`config.mk`:
```
export PLATFORM = sky130hd
export DESIGN_NAME = mc_datapath
export DESIGN_NICKNAME = d
export VERILOG_FILES = /design/src/rtl/mc_dp_pkg.sv /design/src/rtl/mc_regfile.sv /design/src/rtl/mc_datapath.sv
export SDC_FILE = /design/constraint.sdc
export NUM_CORES = 2
export LEC_CHECK = 0
export ABC_AREA = 0
export CORE_MARGIN = 2
export CORE_UTILIZATION = 40
export DETAILED_ROUTE_END_ITERATION = 8
export PLACE_DENSITY_LB_ADDON = 0.05
export SETUP_SLACK_MARGIN = 0.2
export SYNTH_ARGS = -nofsm -noshare
export SYNTH_HDL_FRONTEND = slang
export SYNTH_SLANG_ARGS = --single-unit
```
`constraint.sdc`:
```
create_clock -name clk -period 7.4 [get_ports clk]
set_input_delay 1.48 -clock clk [delete_from_list [all_inputs] [get_ports clk]]
set_output_delay 1.48 -clock clk [all_outputs]
set_load 0.1 [all_outputs]
```
`src/rtl/mc_dp_pkg.sv`:
```
// Shared types and encodings for the multi-cycle ARM-subset datapath:
// FSM states, instruction classes, op/cmd/cond codes, NZCV bit indices.
package mc_dp_pkg;

  typedef enum logic [2:0] {
    S_FETCH, S_DECODE, S_EXEC, S_MEM, S_WB, S_HALT
  } state_t;

  typedef enum logic [2:0] {
    K_NOP, K_DP, K_MUL, K_LDR, K_STR, K_BR
  } kind_t;

  localparam logic [1:0] OP_DP  = 2'b00;
  localparam logic [1:0] OP_MEM = 2'b01;
  localparam logic [1:0] OP_BR  = 2'b10;

  localparam logic [3:0] CMD_AND = 4'h0;
  localparam logic [3:0] CMD_SUB = 4'h2;
  localparam logic [3:0] CMD_ADD = 4'h4;
  localparam logic [3:0] CMD_CMP = 4'hA;
  localparam logic [3:0] CMD_ORR = 4'hC;

  localparam logic [3:0] C_EQ = 4'h0;
  localparam logic [3:0] C_NE = 4'h1;
  localparam logic [3:0] C_CS = 4'h2;
  localparam logic [3:0] C_CC = 4'h3;
  localparam logic [3:0] C_MI = 4'h4;
  localparam logic [3:0] C_PL = 4'h5;
  localparam logic [3:0] C_GE = 4'hA;
  localparam logic [3:0] C_LT = 4'hB;
  localparam logic [3:0] C_GT = 4'hC;
  localparam logic [3:0] C_LE = 4'hD;
  localparam logic [3:0] C_AL = 4'hE;

  localparam int F_N = 3;
  localparam int F_Z = 2;
  localparam int F_C = 1;
  localparam int F_V = 0;

  localparam logic [31:0] HALT_WORD = 32'hFFFF_FFFF;

  // Condition codes outside the supported set evaluate false,
  // so such instructions are skipped without side effects.
  function automatic logic cond_ok(
    input logic [3:0] c,
    input logic [3:0] f
  );
    logic n, z, cy, v;
    n  = f[F_N];
    z  = f[F_Z];
    cy = f[F_C];
    v  = f[F_V];
    case (c)
      C_EQ:    cond_ok = z;
      C_NE:    cond_ok = !z;
      C_CS:    cond_ok = cy;
      C_CC:    cond_ok = !cy;
      C_MI:    cond_ok = n;
      C_PL:    cond_ok = !n;
      C_GE:    cond_ok = (n == v);
      C_LT:    cond_ok = (n != v);
      C_GT:    cond_ok = !z && (n == v);
      C_LE:    cond_ok = z || (n != v);
      C_AL:    cond_ok = 1'b1;
      default: cond_ok = 1'b0;
    endcase
  endfunction

endpackage

```
`src/rtl/mc_regfile.sv`:
```
// Register file: NREG x DATA_W, two async reads, one sync write.
// Index NREG-1 reads as i_pc8 and is never written.
module mc_regfile #(
  parameter int DATA_W = 32,
  parameter int NREG   = 16
) (
  input  logic              clk,
  input  logic              reset,
  input  logic [3:0]        i_ra,
  input  logic [3:0]        i_rb,
  output logic [DATA_W-1:0] o_rda,
  output logic [DATA_W-1:0] o_rdb,
  input  logic              i_we,
  input  logic [3:0]        i_wa,
  input  logic [DATA_W-1:0] i_wd,
  input  logic [DATA_W-1:0] i_pc8
);

  logic [DATA_W-1:0] r_regs [NREG-1];

  always_ff @(posedge clk) begin
    if (reset) begin
      for (int i = 0; i < NREG-1; i++)
        r_regs[i] <= '0;
    end else if (i_we && int'(i_wa) < NREG-1) begin
      r_regs[i_wa] <= i_wd;
    end
  end

  always_comb begin
    o_rda = '0;
    if (int'(i_ra) == NREG-1)
      o_rda = i_pc8;
    else if (int'(i_ra) < NREG-1)
      o_rda = r_regs[i_ra];
  end

  always_comb begin
    o_rdb = '0;
    if (int'(i_rb) == NREG-1)
      o_rdb = i_pc8;
    else if (int'(i_rb) < NREG-1)
      o_rdb = r_regs[i_rb];
  end

endmodule

```
`src/rtl/mc_datapath.sv`:
```
// Multi-cycle ARM-subset datapath: FSM, regfile, ALU, NZCV, imem/dmem
// req/ready. Ports: clk/reset, imem_*, dmem_*, pc, alu_flags, retire,
// halted. Option MC_DP_MUL_EN enables MUL (else that encoding is a NOP).
module mc_datapath
  import mc_dp_pkg::*;
#(
  parameter int DATA_W   = 32,
  parameter int NREG     = 16,
  parameter int ADDR_W   = 32,
  parameter logic [ADDR_W-1:0] RESET_PC = '0
) (
  input  logic              clk,
  input  logic              reset,
  output logic              imem_req,
  output logic [ADDR_W-1:0] imem_addr,
  input  logic              imem_ready,
  input  logic [31:0]       imem_rdata,
  output logic              dmem_req,
  output logic              dmem_we,
  output logic [ADDR_W-1:0] dmem_addr,
  output logic [DATA_W-1:0] dmem_wdata,
  input  logic              dmem_ready,
  input  logic [DATA_W-1:0] dmem_rdata,
  output logic [ADDR_W-1:0] pc,
  output logic [3:0]        alu_flags,
  output logic              retire,
  output logic              halted
);

  state_t            r_state, w_next;
  logic [ADDR_W-1:0] r_pc;
  logic [31:0]       r_instr;
  logic [DATA_W-1:0] r_a, r_b, r_ldata;
  logic [3:0]        r_flags;

  kind_t             w_kind;
  logic              w_retire;
  logic [1:0]        w_op;
  logic [3:0]        w_cmd;
  logic              w_imm, w_s;
  logic              w_is_dp, w_is_mul, w_is_mem, w_is_br;
  logic [3:0]        w_ra, w_rb, w_wa;
  logic [DATA_W-1:0] w_rf_a, w_rf_b, w_opb, w_wd, w_res;
  logic [DATA_W-1:0] w_pc8;
  logic [DATA_W:0]   w_sum, w_dif;
  logic              w_c, w_v;
  logic [3:0]        w_nzcv;
  logic              w_rf_we, w_flag_we;
  logic signed [31:0] w_boff;
  logic [ADDR_W-1:0] w_btgt;

  assign w_op  = r_instr[27:26];
  assign w_cmd = r_instr[24:21];
  assign w_imm = r_instr[25];
  assign w_s   = r_instr[20];

  assign w_is_dp = (w_op == OP_DP)
    && (w_imm || r_instr[11:4] == 8'h00)
    && (w_cmd inside {CMD_AND, CMD_SUB, CMD_ADD,
                      CMD_CMP, CMD_ORR});
`ifdef MC_DP_MUL_EN
  assign w_is_mul = (w_op == OP_DP) && !w_imm
    && (w_cmd == 4'h0) && (r_instr[7:4] == 4'b1001);
`else
  assign w_is_mul = 1'b0;
`endif
  // Only pre-indexed, up, word, no-writeback imm12 forms.
  assign w_is_mem = (w_op == OP_MEM)
    && (r_instr[25:21] == 5'b01100);
  assign w_is_br  = (w_op == OP_BR)
    && (r_instr[25:24] == 2'b10);

  always_comb begin
    w_kind = K_NOP;
    unique case (1'b1)
      w_is_dp:  w_kind = K_DP;
      w_is_mul: w_kind = K_MUL;
      w_is_mem: w_kind = w_s ? K_LDR : K_STR;
      w_is_br:  w_kind = K_BR;
      default:  w_kind = K_NOP;
    endcase
  end

  // MUL reads Rs on port A; memory ops read Rd on port B.
  assign w_ra = w_is_mul ? r_instr[11:8] : r_instr[19:16];
  assign w_rb = w_is_mem ? r_instr[15:12] : r_instr[3:0];
  assign w_wa = w_is_mul ? r_instr[19:16] : r_instr[15:12];
  assign w_pc8 = DATA_W'(r_pc) + DATA_W'(8);

  mc_regfile #(.DATA_W(DATA_W), .NREG(NREG)) u_rf (
    .clk   (clk),
    .reset (reset),
    .i_ra  (w_ra),
    .i_rb  (w_rb),
    .o_rda (w_rf_a),
    .o_rdb (w_rf_b),
    .i_we  (w_rf_we),
    .i_wa  (w_wa),
    .i_wd  (w_wd),
    .i_pc8 (w_pc8)
  );

  assign w_opb = (w_is_dp && w_imm)
    ? DATA_W'(r_instr[7:0]) : w_rf_b;

  assign w_sum = {1'b0, r_a} + {1'b0, r_b};
  assign w_dif = {1'b0, r_a} - {1'b0, r_b};

  always_comb begin
    w_res = w_sum[DATA_W-1:0];
    w_c   = r_flags[F_C];
    w_v   = r_flags[F_V];
    case (w_cmd)
      CMD_ADD: begin
        w_res = w_sum[DATA_W-1:0];
        w_c   = w_sum[DATA_W];
        w_v   = (r_a[DATA_W-1] == r_b[DATA_W-1])
             && (w_res[DATA_W-1] != r_a[DATA_W-1]);
      end
      CMD_SUB, CMD_CMP: begin
        w_res = w_dif[DATA_W-1:0];
        w_c   = !w_dif[DATA_W];
        w_v   = (r_a[DATA_W-1] != r_b[DATA_W-1])
             && (w_res[DATA_W-1] != r_a[DATA_W-1]);
      end
      CMD_AND: w_res = r_a & r_b;
      CMD_ORR: w_res = r_a | r_b;
      default: ;
    endcase
`ifdef MC_DP_MUL_EN
    if (w_is_mul) begin
      w_res = r_a * r_b;
      w_c   = r_flags[F_C];
      w_v   = r_flags[F_V];
    end
`endif
  end

  assign w_nzcv = {w_res[DATA_W-1], w_res == '0, w_c, w_v};

  assign w_rf_we = (r_state == S_WB)
    && ((w_kind == K_LDR) || (w_kind == K_MUL)
    || (w_kind == K_DP && w_cmd != CMD_CMP));
  assign w_flag_we = (r_state == S_WB)
    && ((w_kind == K_DP && (w_s || w_cmd == CMD_CMP))
    || (w_kind == K_MUL && w_s));
  assign w_wd = (w_kind == K_LDR) ? r_ldata : w_res;

  assign w_boff = {{6{r_instr[23]}}, r_instr[23:0], 2'b00};
  assign w_btgt = r_pc + ADDR_W'(8) + ADDR_W'(w_boff);

  always_comb begin
    w_next   = r_state;
    w_retire = 1'b0;
    unique case (r_state)
      S_FETCH:
        if (imem_ready) w_next = S_DECODE;
      S_DECODE:
        if (r_instr == HALT_WORD) begin
          w_next = S_HALT;
        end else if (!cond_ok(r_instr[31:28], r_flags)
                     || w_kind == K_NOP) begin
          w_retire = 1'b1;
          w_next   = S_FETCH;
        end else begin
          w_next = S_EXEC;
        end
      S_EXEC:
        if (w_kind == K_BR) begin
          w_retire = 1'b1;
          w_next   = S_FETCH;
        end else if (w_kind == K_LDR || w_kind == K_STR) begin
          w_next = S_MEM;
        end else begin
          w_next = S_WB;
        end
      S_MEM:
        if (dmem_ready) begin
          if (w_kind == K_STR) begin
            w_retire = 1'b1;
            w_next   = S_FETCH;
          end else begin
            w_next = S_WB;
          end
        end
      S_WB: begin
        w_retire = 1'b1;
        w_next   = S_FETCH;
      end
      S_HALT: w_next = S_HALT;
      default: w_next = S_FETCH;
    endcase
  end

  always_ff @(posedge clk) begin
    if (reset) begin
      r_state <= S_FETCH;
      r_pc    <= RESET_PC;
      r_instr <= '0;
      r_a     <= '0;
      r_b     <= '0;
      r_ldata <= '0;
      r_flags <= '0;
    end else begin
      r_state <= w_next;
      if (r_state == S_FETCH && imem_ready)
        r_instr <= imem_rdata;
      if (r_state == S_DECODE) begin
        r_a <= w_rf_a;
        r_b <= w_opb;
      end
      if (r_state == S_MEM && dmem_ready)
        r_ldata <= dmem_rdata;
      // Only a branch retires from EXEC.
      if (w_retire)
        r_pc <= (r_state == S_EXEC) ? w_btgt : r_pc + ADDR_W'(4);
      if (w_flag_we)
        r_flags <= w_nzcv;
    end
  end

  assign imem_req   = (r_state == S_FETCH);
  assign imem_addr  = r_pc;
  assign dmem_req   = (r_state == S_MEM);
  assign dmem_we    = (r_state == S_MEM) && (w_kind == K_STR);
  assign dmem_addr  = ADDR_W'(r_a + DATA_W'(r_instr[11:0]));
  assign dmem_wdata = r_b;
  assign pc         = r_pc;
  assign alu_flags  = r_flags;
  assign retire     = w_retire;
  assign halted     = (r_state == S_HALT);

endmodule

```
-- Yosys cells after proc, flatten, opt, wreduce, memory -nomap -nowiden
Memories as Yosys holds them, arrays and structs flattened. A register that Yosys moved wholly into a read port is not among the register bits.
Cells that the tools add are included.
Widths: inputs -> output; s select.
- register bits after elaboration: 167
- latch bits: 0
- bits in writable memories: 480
- bits in read-only memories: 0
- bits of input ports: 68
- output and inout port bits: 137
- logic and storage cells: 143
- memories: 1
- add/sub/neg operators: 6
- $mul: 0
- divide/modulo/power cells: 0
- $lt $le $gt $ge: 3
- equal/unequal tests: 40
- shift operators: 0
- muxes and demuxes: 40
- bitwise logic cells: 2
- reduce and logical (&&, ||, !) cells: 43
- memory list (name ; depth ; bits a word ; rd ports ; clocked after Yosys merged registers in ; write ports ; RTL line ; RTL):
    u_rf.r_regs ; 15 ; 32 ; 2 ; 1 ; 15 ; mc_regfile.sv:19 ; logic [DATA_W-1:0] r_regs [NREG-1];
- operator list (cell ; number):
    $mux 32 ; 8
    $pmux 32 s3 ; 1
    $add 32x32->33 ; 1
    $sub 32x32->33 ; 1
    $add 32x12->32 ; 1
    $add 32x3->32 const B ; 1
    $add 32x32->32 ; 1
    $add 32x4->32 const B ; 1
    $and 32x32->32 ; 1
    $eq 32x32->1 const B ; 1
    $logic_not 32->1 ; 1
    $or 32x32->32 ; 1
    $reduce_or 32->1 ; 1
    $eq 4x4->1 const B ; 7
    $mux 3 ; 7
    $logic_and 1x1->1 ; 17
    $mux 4 ; 4
    $pmux 3 s5 ; 1
    $mux 1 ; 13
    $eq 3x2->1 const B ; 4
    $eq 3x3->1 const B ; 4
    $eq 4x1->1 const B ; 3
    $eq 4x2->1 const B ; 3
    $eq 4x3->1 const B ; 3
    24 further kinds ; 48

-- Depth between registers and ports, before layout
- word-level depth: 15
- depth in mapped cells: 22
- depth with buffers taken out: 20

-- By module
Synthesis repeated with hierarchy kept, for this count alone.
- cell total of the unflattened synthesis: 4036
- area, all modules: 41637.4 um^2
- by module, submodules not included (module ; times used ; cells an instance ; area each (um^2)):
    mc_regfile ; 1 ; 1832 ; 26126.3
    mc_datapath ; 1 ; 2204 ; 15511.1

-- Worst setup path before layout
No wires, ideal clock.
- path type: register -> output
- from: reg r_instr[1]
- to: out dmem_addr[22]
- arrival: 4.012 ns
- data required time: 5.920 ns
- path slack: 1.908 ns
- stages on the path, launching flop included: 14
- path buffers: 0
- path through: dfxtp_1 -> inv_1 -> fa_1 -> inv_1 -> a21oi_1 -> o21bai_1 -> a21oi_1 -> o21bai_1 -> a21oi_1 -> o21a_1 -> a21oi_1 -> and3_1 -> nand4_1 -> xnor2_1
- cells in the longest elaborated chain, start to end: 1
- RTL lines (what ; RTL line ; RTL):
    start, declared ; mc_datapath.sv:32 ; logic [31:0] r_instr;
    start signal, assigned ; mc_datapath.sv:207 ; r_instr <= imem_rdata;
    $add 32x12->32 ; mc_datapath.sv:226 ; assign dmem_addr = ADDR_W'(r_a + DATA_W'(r_instr[11:0]));
    end, declared ; mc_datapath.sv:20 ; output logic [ADDR_W-1:0] dmem_addr,
Every way passes these cells.

-- Worst setup path after layout
- from: reg r_instr[1]
- to: out dmem_addr[17]
The elaborated chain is that of the path after synthesis.

==> impl_metrics.prom <==
# TYPE chip_impl_metric gauge
chip_impl_info{name="outcome",value="finished clean"} 1
chip_impl_metric{name="gp_congestion",unit=""} 0.945
chip_impl_metric{name="synth-edff-count",unit=""} 512
chip_impl_metric{name="stdcell_area",unit="sq um"} 47700
chip_impl_metric{name="cts_setup_buffers",unit=""} 0
chip_impl_metric{name="syn2layout_area_growth",unit="%"} 14.8
chip_impl_info{name="synth_ff_type",value="edfxtp_1"} 1
chip_impl_info{name="rsz_0062_raised_after_global_routing",value="no"} 1
chip_impl_info{name="grt-busiest-layer",value="met2"} 1
chip_impl_metric{name="area_of_the_multi_input_gates",unit="sq um"} 21000
chip_impl_info{name="slowest_stage",value="clkdlybuf4s50_1"} 1
chip_impl_info{name="crit_path_start_kind",value="flip-flop"} 1
chip_impl_info{name="final_common_cell",value="nor2_1"} 1
chip_impl_metric{name="post-route-worst-setup-slack",unit="ps"} 1030
chip_impl_metric{name="total_power",unit="mW"} 11.1
chip_impl_metric{name="post_drt_via_cell_ratio",unit=""} 6.14
chip_impl_info{name="crit_chain",value="ha_1 -> a21o_1 -> a21oi_1 -> o21bai_1 -> a21oi_1 -> o21bai_1 -> a21oi_1 -> o21ai_0 -> nor2b_1 -> nor2_1 -> nand4_1 -> xnor2_1 -> clkdlybuf4s50_1"} 1
chip_impl_metric{name="count_of_pins_over_their_slew_limit",unit=""} 0
chip_impl_metric{name="cts_htree_levels",unit=""} 3
chip_impl_metric{name="grt_antenna_before_repair",unit=""} 4
chip_impl_metric{name="antenna-diode-count",unit=""} 0
chip_impl_metric{name="via_count_of_the_first_global_routing_pass",unit=""} 32100
chip_impl_metric{name="synth_seq_cells",unit=""} 681
chip_impl_metric{name="dpl_worst_slack",unit="ps"} 1720
chip_impl_metric{name="finalHoldViolations",unit=""} 0
chip_impl_metric{name="switching_share",unit="%"} 33.0
chip_impl_metric{name="drt_first_iter_violations",unit=""} 3763
chip_impl_metric{name="wl_per_cell",unit="microns"} 29.7
chip_impl_metric{name="detailroute.via_count",unit=""} 33683
chip_impl_metric{name="postSynthAreaPerCell",unit="sq um"} 10.5
chip_impl_metric{name="timing.critical_path.depth",unit=""} 13
chip_impl_metric{name="n_fill_cell",unit=""} 9606
chip_impl_metric{name="floorplan.core_area",unit="sq um"} 103000
chip_impl_metric{name="clk_latency",unit="ps"} 670
chip_impl_metric{name="cts_num_sinks",unit=""} 681
chip_impl_metric{name="place_area",unit="sq um"} 45000
chip_impl_info{name="mostFrequentLayoutCells",value="nor2_1, edfxtp_1, nand2_1, mux4_2, a21oi_1"} 1
chip_impl_metric{name="detailed_place_hpwl",unit="mm"} 108
chip_impl_metric{name="worst_setup_hold_path_clk_slew",unit="ps"} 60
chip_impl_metric{name="max_freq",unit="MHz"} 157
chip_impl_metric{name="crit_arrival",unit="ps"} 4890
chip_impl_metric{name="dr.pass1.iters",unit=""} 6
chip_impl_metric{name="holdWs",unit="ps"} 461
chip_impl_metric{name="total_standard_cell_area_after_synthesis",unit="sq um"} 41500
chip_impl_metric{name="final.setup_skew",unit="ps"} 46.3
chip_impl_metric{name="post_synthesis_sequential_area_ratio",unit="%"} 45.2
chip_impl_metric{name="grt_first_pass_wirelength",unit="mm"} 232
chip_impl_metric{name="post-route-drc-count",unit=""} 0
chip_impl_metric{name="leakage",unit="nW"} 17.0
chip_impl_metric{name="final_layout_size_suffix_gt1_share",unit="%"} 14.5
chip_impl_metric{name="cts.hold.buffers_added",unit=""} 0
chip_impl_info{name="critical-path-top-delay-family",value="buffers and inverters"} 1
chip_impl_metric{name="grt_use_met1",unit="%"} 41.8
chip_impl_metric{name="maxSlewHeadroom",unit="%"} 21.3
chip_impl_metric{name="groute.usage.overall",unit="%"} 29.9
chip_impl_metric{name="setup_viol_count_final",unit=""} 0
chip_impl_info{name="crit_path_frequent_cell",value="a21oi_1"} 1
chip_impl_info{name="hold_path_class",value="flip-flop to flip-flop"} 1
chip_impl_metric{name="max_stage_delay",unit="ps"} 1170
chip_impl_metric{name="regToRegSetupSlack",unit="ps"} 2160
chip_impl_metric{name="drtAntennaViolNets",unit=""} 0
chip_impl_info{name="cp-end-kind",value="output pin"} 1
chip_impl_metric{name="grt_use_met3",unit="%"} 5.57
chip_impl_metric{name="max-cap-violations",unit=""} 0
chip_impl_metric{name="p_seq_share",unit="%"} 39.9
chip_impl_info{name="worstSetupPathType",value="flip-flop to output pin"} 1
chip_impl_metric{name="area.sequential",unit="sq um"} 18800
chip_impl_metric{name="max-vdd-ir-drop",unit="mV"} 0.167
chip_impl_metric{name="maximum_number_of_pins_on_one_net_before_global_route_repair",unit=""} 103
chip_impl_metric{name="cts-buffers-inserted",unit=""} 84
chip_impl_metric{name="final.period_utilization",unit="%"} 86.1
chip_impl_metric{name="share_comb_of_total_power",unit="%"} 23.1
chip_impl_metric{name="floorplan.die_area",unit="sq um"} 106000
chip_impl_metric{name="synth.distinct_cells",unit=""} 91
chip_impl_info{name="critPathLaunch",value="r_instr[1]$_SDFFE_PP0P_"} 1
chip_impl_metric{name="cts_resized",unit=""} 0
chip_impl_metric{name="die_w",unit="microns"} 326
chip_impl_metric{name="buffer_ports.inserted",unit=""} 200
chip_impl_metric{name="async_set_or_reset_flop_fraction_in_the_synthesized_netlist",unit="%"} 0
chip_impl_metric{name="critical_path.n_buffers_inverters",unit=""} 1
chip_impl_metric{name="power.density_cell_area",unit="nW/um^2"} 233
chip_impl_metric{name="initial_util",unit="%"} 40.3
chip_impl_metric{name="synthesis.yosys.warnings",unit=""} 0
chip_impl_info{name="r2r_end",value="imem_addr[28]$_SDFFE_PP0P_"} 1
chip_impl_metric{name="die_y",unit="microns"} 326
chip_impl_metric{name="timing.reg2reg.worst_path_depth",unit=""} 18
chip_impl_metric{name="critPathRequiredTime",unit="ps"} 5920
chip_impl_metric{name="cell_internal_pwr",unit="mW"} 7.45
chip_impl_metric{name="final_nets",unit=""} 4252
chip_impl_metric{name="p_sw",unit="mW"} 3.67
chip_impl_metric{name="tns",unit="ps"} 0
chip_impl_metric{name="wirelength",unit="mm"} 163
chip_impl_metric{name="worstPathMaxFanout",unit=""} 10
chip_impl_metric{name="synthCells",unit=""} 3954
chip_impl_metric{name="finalCriticalPeriod",unit="ps"} 6370
chip_impl_metric{name="io_pins",unit=""} 205
chip_impl_info{name="timing.critical_path.to",value="dmem_addr[17]"} 1
chip_impl_metric{name="max-clock-path-buffers",unit=""} 3
chip_impl_metric{name="met2_usage",unit="%"} 48.1
chip_impl_info{name="regToRegStartpoint",value="imem_addr[5]$_SDFFE_PP0P_"} 1
chip_impl_metric{name="power.share.clock",unit="%"} 37.0
chip_impl_metric{name="global_route.overflow_total",unit=""} 0
chip_impl_metric{name="max_slew.worst_pin.slew",unit="ps"} 1170
chip_impl_metric{name="floorplan.rows",unit=""} 118
chip_impl_info{name="cts_tree",value="yes"} 1
chip_impl_info{name="cts_root_buf",value="clkbuf_16"} 1
-- per-layer routing --
layer	part of all wire [%]	vias to the layer above
li1	-	14723
met2	47	1526
met4	2.6	2
met1	42	17183
met3	8.5	249
met5	0.0061	-
-- per-stage QoR --
step	instances	util, %
finish	5487	46.2
global route	5487	46.2
CTS	5487	46.2
detailed placement	5335	43.6
global placement	5335	43.6
floorplan	3989	-
-- state kept, by name, summed over array words and instances (netlist names), named ones only --
| register | cells |
|---|---|
| u_rf.r_regs | 512 |
| r_instr | 32 |
| dmem_wdata | 32 |
| imem_addr | 30 |
| r_ldata | 32 |
| r_state | 3 |
| alu_flags | 4 |
| r_a | 32 |
-- synth_stat cells, types with 32 or more instances --
master	number	area [sq um]
nor2_1	679	2550
edfxtp_1	512	15400
nand2_1	428	1610
mux4_2	268	6040
a21oi_1	247	1240
clkbuf_1	222	833
dfxtp_1	169	3380
inv_1	167	627
ha_1	139	1740
a211oi_1	111	833
o21ai_0	95	475
xnor2_1	67	587
a311oi_1	55	482
nor3_1	53	265
nand3_1	49	245
buf_4	48	360
mux2i_1	44	440
and2_1	42	263
buf_2	38	190
a21o_1	37	278
nand4_1	33	206
nor2b_1	32	200
-- tightest hold or removal path: stages (launching register included) --
cell,delay [ps]
dfxtp_1,310
nand2_1,50
a21oi_1,50
-- worst min path at each step --
stage                                         from                        to  slack (ps)  cells after the start
after floorplan           r_ldata[11]$_SDFFE_PP0P_  r_ldata[11]$_SDFFE_PP0P_         440                      2
after global placement    r_ldata[17]$_SDFFE_PP0P_  r_ldata[17]$_SDFFE_PP0P_         450                      2
after detailed placement  r_ldata[12]$_SDFFE_PP0P_  r_ldata[12]$_SDFFE_PP0P_         450                      2
after CTS                 r_ldata[12]$_SDFFE_PP0P_  r_ldata[12]$_SDFFE_PP0P_         460                      2
after global routing      r_ldata[10]$_SDFFE_PP0P_  r_ldata[10]$_SDFFE_PP0P_         470                      2
final                     r_ldata[12]$_SDFFE_PP0P_  r_ldata[12]$_SDFFE_PP0P_         460                      2
-- power groups by stage --
stage | clock network [mW] | logic [mW] | registers [mW]
3_3_place_gp | 0 | 2.54 | 4.51
3_5_place_dp | 0 | 2.52 | 4.51
4_1_cts | 4.17 | 2.53 | 4.43
2_1_floorplan | 0 | 1.56 | 4.54
5_1_grt | 4.31 | 2.71 | 4.45
6_report | 4.11 | 2.57 | 4.44
-- kinds of logic after synthesis --
logic type	after synthesis	synth area share [%]
DFF	681	45.2
other	1	0.00903
muxes	324	16.0
xor gates and xnor gates	88	1.86
and+or+nand+nor	1421	14.8
buffers and inverters	510	5.23
adders and majority gates	143	4.38
AOI/OAI and AO/OA	786	12.6
-- area by class of cell --
type / count / share of cell area [%]
Clock inverter: 38 / 0.792
Inverter: 167 / 1.31
Multi-Input combinational cell: 2798 / 43.9
Clock buffer: 114 / 4.88
Timing Repair Buffer: 309 / 6.12
Tap cell: 1380 / 3.62
Sequential cell: 681 / 39.3
Power figures use the tool's default switching activity.
